$ cat src/rtl/prom_boot_copier.sv
// prom_boot_copier: bus initiator that copies WORDS words from the PROM window
// at SRC_BASE to RAM at DST_BASE over the stb/we/addr/ack word bus.
// Each word is one read, a one-cycle strobe gap, one write and another gap.
// The gap after every ack keeps a toggling-ack slave from seeing a second access.
// Optional feature macro: PROM_COPY_CHECKSUM_EN adds a running 32-bit sum of
// every word read, exposed on the checksum port.
module prom_boot_copier #(
  parameter logic [21:0] SRC_BASE = 22'h3FFC00,
  parameter logic [21:0] DST_BASE = 22'h000000,
  parameter int unsigned WORDS    = 1024
) (
  input  logic        clk,
  input  logic        rst,
  input  logic        start,
  output logic        busy,
  output logic        done,
  output logic        stb,
  output logic        we,
  output logic [21:0] addr,
  output logic [31:0] data_out,
  input  logic [31:0] data_in,
  input  logic        ack
`ifdef PROM_COPY_CHECKSUM_EN
  ,
  output logic [31:0] checksum
`endif
);

  localparam int unsigned    IW   = $clog2(WORDS + 1);
  localparam logic [IW-1:0]  LAST = IW'(WORDS - 1);

  typedef enum logic [2:0] {
    S_IDLE,
    S_RD,
    S_RD_GAP,
    S_WR,
    S_WR_GAP
  } state_t;

  state_t        state_q, state_d;
  logic [IW-1:0] idx_q, idx_d;
  logic          busy_q, busy_d;
  logic          done_q, done_d;
  logic          stb_q, stb_d;
  logic          we_q, we_d;
  logic [21:0]   addr_q, addr_d;
  logic [31:0]   data_out_q, data_out_d;
`ifdef PROM_COPY_CHECKSUM_EN
  logic [31:0]   cks_q, cks_d;
`endif

  // Next-state and next-output decode; bus outputs only move when a state is left.
  always_comb begin
    state_d    = state_q;
    idx_d      = idx_q;
    busy_d     = busy_q;
    done_d     = done_q;
    stb_d      = stb_q;
    we_d       = we_q;
    addr_d     = addr_q;
    data_out_d = data_out_q;
`ifdef PROM_COPY_CHECKSUM_EN
    cks_d      = cks_q;
`endif
    case (state_q)
      S_IDLE: begin
        if (start) begin
          state_d = S_RD;
          idx_d   = '0;
          busy_d  = 1'b1;
          done_d  = 1'b0;
          stb_d   = 1'b1;
          we_d    = 1'b0;
          addr_d  = SRC_BASE;
`ifdef PROM_COPY_CHECKSUM_EN
          cks_d   = '0;
`endif
        end
      end
      S_RD: begin
        if (ack) begin
          state_d    = S_RD_GAP;
          stb_d      = 1'b0;
          data_out_d = data_in;
`ifdef PROM_COPY_CHECKSUM_EN
          cks_d      = cks_q + data_in;
`endif
        end
      end
      S_RD_GAP: begin
        state_d = S_WR;
        stb_d   = 1'b1;
        we_d    = 1'b1;
        addr_d  = DST_BASE + 22'(idx_q);
      end
      S_WR: begin
        if (ack) begin
          state_d = S_WR_GAP;
          stb_d   = 1'b0;
        end
      end
      S_WR_GAP: begin
        if (idx_q == LAST) begin
          state_d = S_IDLE;
          busy_d  = 1'b0;
          done_d  = 1'b1;
        end else begin
          state_d = S_RD;
          idx_d   = idx_q + IW'(1);
          stb_d   = 1'b1;
          we_d    = 1'b0;
          addr_d  = SRC_BASE + 22'(idx_q) + 22'd1;
        end
      end
      default: begin
        state_d = S_IDLE;
        busy_d  = 1'b0;
        stb_d   = 1'b0;
      end
    endcase
  end

  // State and registered outputs; synchronous reset releases the bus at once.
  always_ff @(posedge clk) begin
    if (rst) begin
      state_q    <= S_IDLE;
      idx_q      <= '0;
      busy_q     <= 1'b0;
      done_q     <= 1'b0;
      stb_q      <= 1'b0;
      we_q       <= 1'b0;
      addr_q     <= '0;
      data_out_q <= '0;
`ifdef PROM_COPY_CHECKSUM_EN
      cks_q      <= '0;
`endif
    end else begin
      state_q    <= state_d;
      idx_q      <= idx_d;
      busy_q     <= busy_d;
      done_q     <= done_d;
      stb_q      <= stb_d;
      we_q       <= we_d;
      addr_q     <= addr_d;
      data_out_q <= data_out_d;
`ifdef PROM_COPY_CHECKSUM_EN
      cks_q      <= cks_d;
`endif
    end
  end

  assign busy     = busy_q;
  assign done     = done_q;
  assign stb      = stb_q;
  assign we       = we_q;
  assign addr     = addr_q;
  assign data_out = data_out_q;
`ifdef PROM_COPY_CHECKSUM_EN
  assign checksum = cks_q;
`endif

endmodule
$ cat config.mk
export PLATFORM = sky130hd
export DESIGN_NAME = prom_boot_copier
export DESIGN_NICKNAME = d
export VERILOG_FILES = /design/src/rtl/prom_boot_copier.sv
export SDC_FILE = /design/constraint.sdc
export NUM_CORES = 1
export LEC_CHECK = 0
export BUFFER_PORTS_ARGS = -buffer_cell sky130_fd_sc_hd__buf_2
export CAP_MARGIN = 5
export CORE_MARGIN = 4
export CORE_UTILIZATION = 45
export DETAILED_ROUTE_END_ITERATION = 8
export PLACE_DENSITY = 0.81
export SLEW_MARGIN = 20
export SYNTH_ARGS = -nofsm -noshare
export SYNTH_HDL_FRONTEND = slang
export SYNTH_SLANG_ARGS = --single-unit
$ cat constraint.sdc
create_clock -name clk -period 2.01 [get_ports clk]
set_clock_uncertainty 0.1 [all_clocks]
set_input_delay 0.402 -clock clk [delete_from_list [all_inputs] [get_ports clk]]
set_output_delay 0.402 -clock clk [all_outputs]
set_load 0.02 [all_outputs]
==> flow_summary.ini <==
[place]
portBuffers = 93
place_hpwl_mm = 5.004
place.detailed.instances = 501
routabilityCongestion = 0.9117

[cells_and_area]
insertedDiodeCount = 0
num-nets-final = 478
non_filler_cells_in_the_finished_layout = 521
layout-area-overhead-vs-synth_pct = 29.70
layout-drive-gt1-share = 0.3229
layout.core_utilization = 0.6027

[critical_path]
cp_cell_sequence = ha_2, nand4_1, nor4b_4, buf_4, nand2b_4, or4_4, a21oi_1
critPathCaptureType = flop
timing.critical_path.arrival_ns = 2.11
criticalPathCategory = flop to flop
critical_path_required_ns = 2.18
worst_setup_path_start_kind = flop
worstPathMaxFanout = 6
max_stage_delay_ns = 0.52
cp_max_stage_cell = sky130_fd_sc_hd__or4_4

[sta]
achievable-frequency_mhz = 517.1
layout_min_cycle_time_ns = 1.934
timing_worst_slew_pin_value_ns = 0.4850
timing.final.crit_share = 0.9621
final.setup.tns_ns = 0
final_report_hold_violation_count = 0
maxSlewHeadroom = 0.6767
number_of_pins_with_negative_max_slew_slack_in_the_final_report = 0
setup_viol_count_final = 0

[logic_synthesis]
asyncSetResetFlopFracSynth = 0
syn-instance-count = 346
dominantRegCellSynth = sky130_fd_sc_hd__dfxtp_1
post_synth_fa_ha_maj_area_fraction = 0.004521
synth_area_per_cell_um2 = 7.999
post_synth_instance_area_um2 = 2768
netlist.area_leader.share = 0.4629
post_synth_and_or_nand_nor_area_fraction = 0.2532
area_fraction_in_compound_gates_after_synthesis = 0.2111
dominant_combinational_cell_family_by_area_after_synthesis = simple AND/OR/NAND/NOR gates
synth_top_area_cell = sky130_fd_sc_hd__dfxtp_1
synth-edff-count = 0
synth_common_cells = sky130_fd_sc_hd__nand2_1, sky130_fd_sc_hd__dfxtp_1, sky130_fd_sc_hd__a21oi_1, sky130_fd_sc_hd__nor2_1, sky130_fd_sc_hd__clkbuf_1
yosys_warnings = 0
post_synth_num_cell_types = 47
synth.yosys.seq_area_share = 0.4629
synth_seq_cells = 64
xor_xnor_share_of_the_synthesized_area = 0.003165
synth.top_cells.by_area = sky130_fd_sc_hd__dfxtp_1, sky130_fd_sc_hd__nand2_1, sky130_fd_sc_hd__a21oi_1
synth_most_common_cell = sky130_fd_sc_hd__nand2_1
synthMuxAreaShare = 0
synth_fp_nets = 383

[routing]
antenna_violating_nets_post_route = 0
vias_per_cell = 5.303
drc = 0
finalWirelength_mm = 7.130
detailroute.via_count = 2763
drt-pass1-iter-count = 4
drt_iter0_drc = 230
wl_per_cell_um = 13.69

[clocking]
ctsRootBufferMaster = sky130_fd_sc_hd__clkbuf_8
tritoncts = built
cts_sinks = 64
insertion_delay_ns = 0.34
ctsHtreeMaxLevel = 3
clkSlewWorstSetupHoldPaths_ns = 0.08
cts-buffers-inserted = 9
clock_path_buffers = 2

[run_status]
status = finished clean

[grt]
via_count_of_the_first_global_routing_pass = 2462
grt_overflow_total = 0
antenna_found_initial = 0
track_usage = 0.1898
grt_start_max_net_pins = 33
first_pass_grt_wire_length_mm = 11.41

[floorplanning]
initial_utilization = 0.4647
core-area_um2 = 5956
fp.dieArea_um2 = 7469
fp.dieW_um = 86.43
pin_count = 94
die_ht_um = 86.43
fp-row-count = 28

[power]
max_rail_drop_vdd_uv = 478.3
static-leakage-power_nw = 1.561
power-per-cell-area_nw_per_um2 = 851.8

[hold_path]
hold_path_class = primary input to flop

[run]
maxCapViolCount = 0
[power by group]
part / internal [mW] / total, mW / leakage [nW] / switching [mW]
registers: 1.33 / 1.37 / 0.522 / 0.0392
clock network: 0.735 / 1.24 / 0.109 / 0.508
logic: 0.168 / 0.448 / 0.931 / 0.280
[registers in the layout, summed over array words and instances (netlist names)]
signal,cells
data_out,32
addr,14
busy,1
stb,1
done,1
we,1
idx_q,11
state_q,3
[per-layer routing]
layer	up-vias	wire length, um	global-route usage
li1	1384	-	-
met1	1232	3055	0.2536
met2	127	3270	0.2851
met3	20	636	0.04753
met4	0	167	0.09348
met5	-	0	0
[logic make-up after synthesis]
| family | after synthesis |
|---|---|
| xor gates and xnor gates | 1 |
| buffers and inverters | 34 |
| AOI/OAI and AO/OA | 99 |
| DFF | 64 |
| and+or+nand+nor | 147 |
| adders and majority gates | 1 |
[placed cells by master (no fill, tap or decap), types with 2 or more instances in the layout]
cell and n:
sky130_fd_sc_hd__and3_1 2, sky130_fd_sc_hd__or2_1 3, sky130_fd_sc_hd__o21ai_0 7, sky130_fd_sc_hd__nor2b_1 4, sky130_fd_sc_hd__nand3b_1 2, sky130_fd_sc_hd__a31oi_1 8
sky130_fd_sc_hd__a211o_1 2, sky130_fd_sc_hd__nand2b_1 4, sky130_fd_sc_hd__nand3_1 4, sky130_fd_sc_hd__o21ai_1 7, sky130_fd_sc_hd__or3_1 3, sky130_fd_sc_hd__bufinv_16 2
sky130_fd_sc_hd__dfxtp_2 2, sky130_fd_sc_hd__dfxtp_1 62, sky130_fd_sc_hd__and2_1 2, sky130_fd_sc_hd__nand4_1 3, sky130_fd_sc_hd__buf_2 93, sky130_fd_sc_hd__a41oi_1 2
sky130_fd_sc_hd__a211oi_1 3, sky130_fd_sc_hd__nor2_1 18, sky130_fd_sc_hd__clkinv_4 2, sky130_fd_sc_hd__a21oi_1 55, sky130_fd_sc_hd__or4_4 2, sky130_fd_sc_hd__buf_4 21
sky130_fd_sc_hd__nand2_1 84, sky130_fd_sc_hd__o21bai_1 3, sky130_fd_sc_hd__clkinvlp_4 2, sky130_fd_sc_hd__nor3_1 7, sky130_fd_sc_hd__clkbuf_8 10, sky130_fd_sc_hd__inv_1 2
sky130_fd_sc_hd__a22oi_1 3, sky130_fd_sc_hd__a21o_1 2
[worst max-delay path, delay by kind of cell, from the launching register on]
family	cells	cell delay, ns
fa+ha+maj	1	0.19
buf+inv	1	0.15
simple gates	4	0.93
compound gates	1	0.15
flops	1	0.34
[stage by stage]
step	power [mW]	hold WS (ns)	setup slack, ns	instance area (um^2)
after global placement	1.825	0.3392	0.1102	3314
final	3.058	0.1832	0.07615	3590
after global routing	3.197	0.1790	-0.02158	3590
after floorplan	1.688	0.3660	0.1362	2768
after detailed placement	1.833	0.3439	0.03284	3314
after CTS	3.077	0.1762	0.02342	3545
[worst paths after layout]
kind                                    from            to  slack (ns)  cells past startpoint
worst min register to register  data_out[15]  data_out[15]        0.35                      2
worst max-delay path                idx_q[0]      idx_q[7]        0.08                      7
worst max register to register      idx_q[0]      idx_q[7]        0.08                      7
worst min-delay path             data_in[19]  data_out[19]        0.18                      3
[what timing repair did]
item | in CTS | in global routing
setup buffers | 0 | 3
hold buffers | 0 | 0
endpoints found under the hold margin | 0 | 0
resized for setup | 0 | 5
endpoints found under the setup margin | 0 | 13
[layout make-up]
class                   count  area (um^2)
repair buffers            115        643.1
well taps                  75        93.84
clock buffers              10        137.6
flip-flops and latches     64         1284
inverters                   2        7.507
fillers                   556         2366
clock inverters             6        92.59
multi-input cells         249         1331
Note: power is estimated with default switching activity, not from simulation.
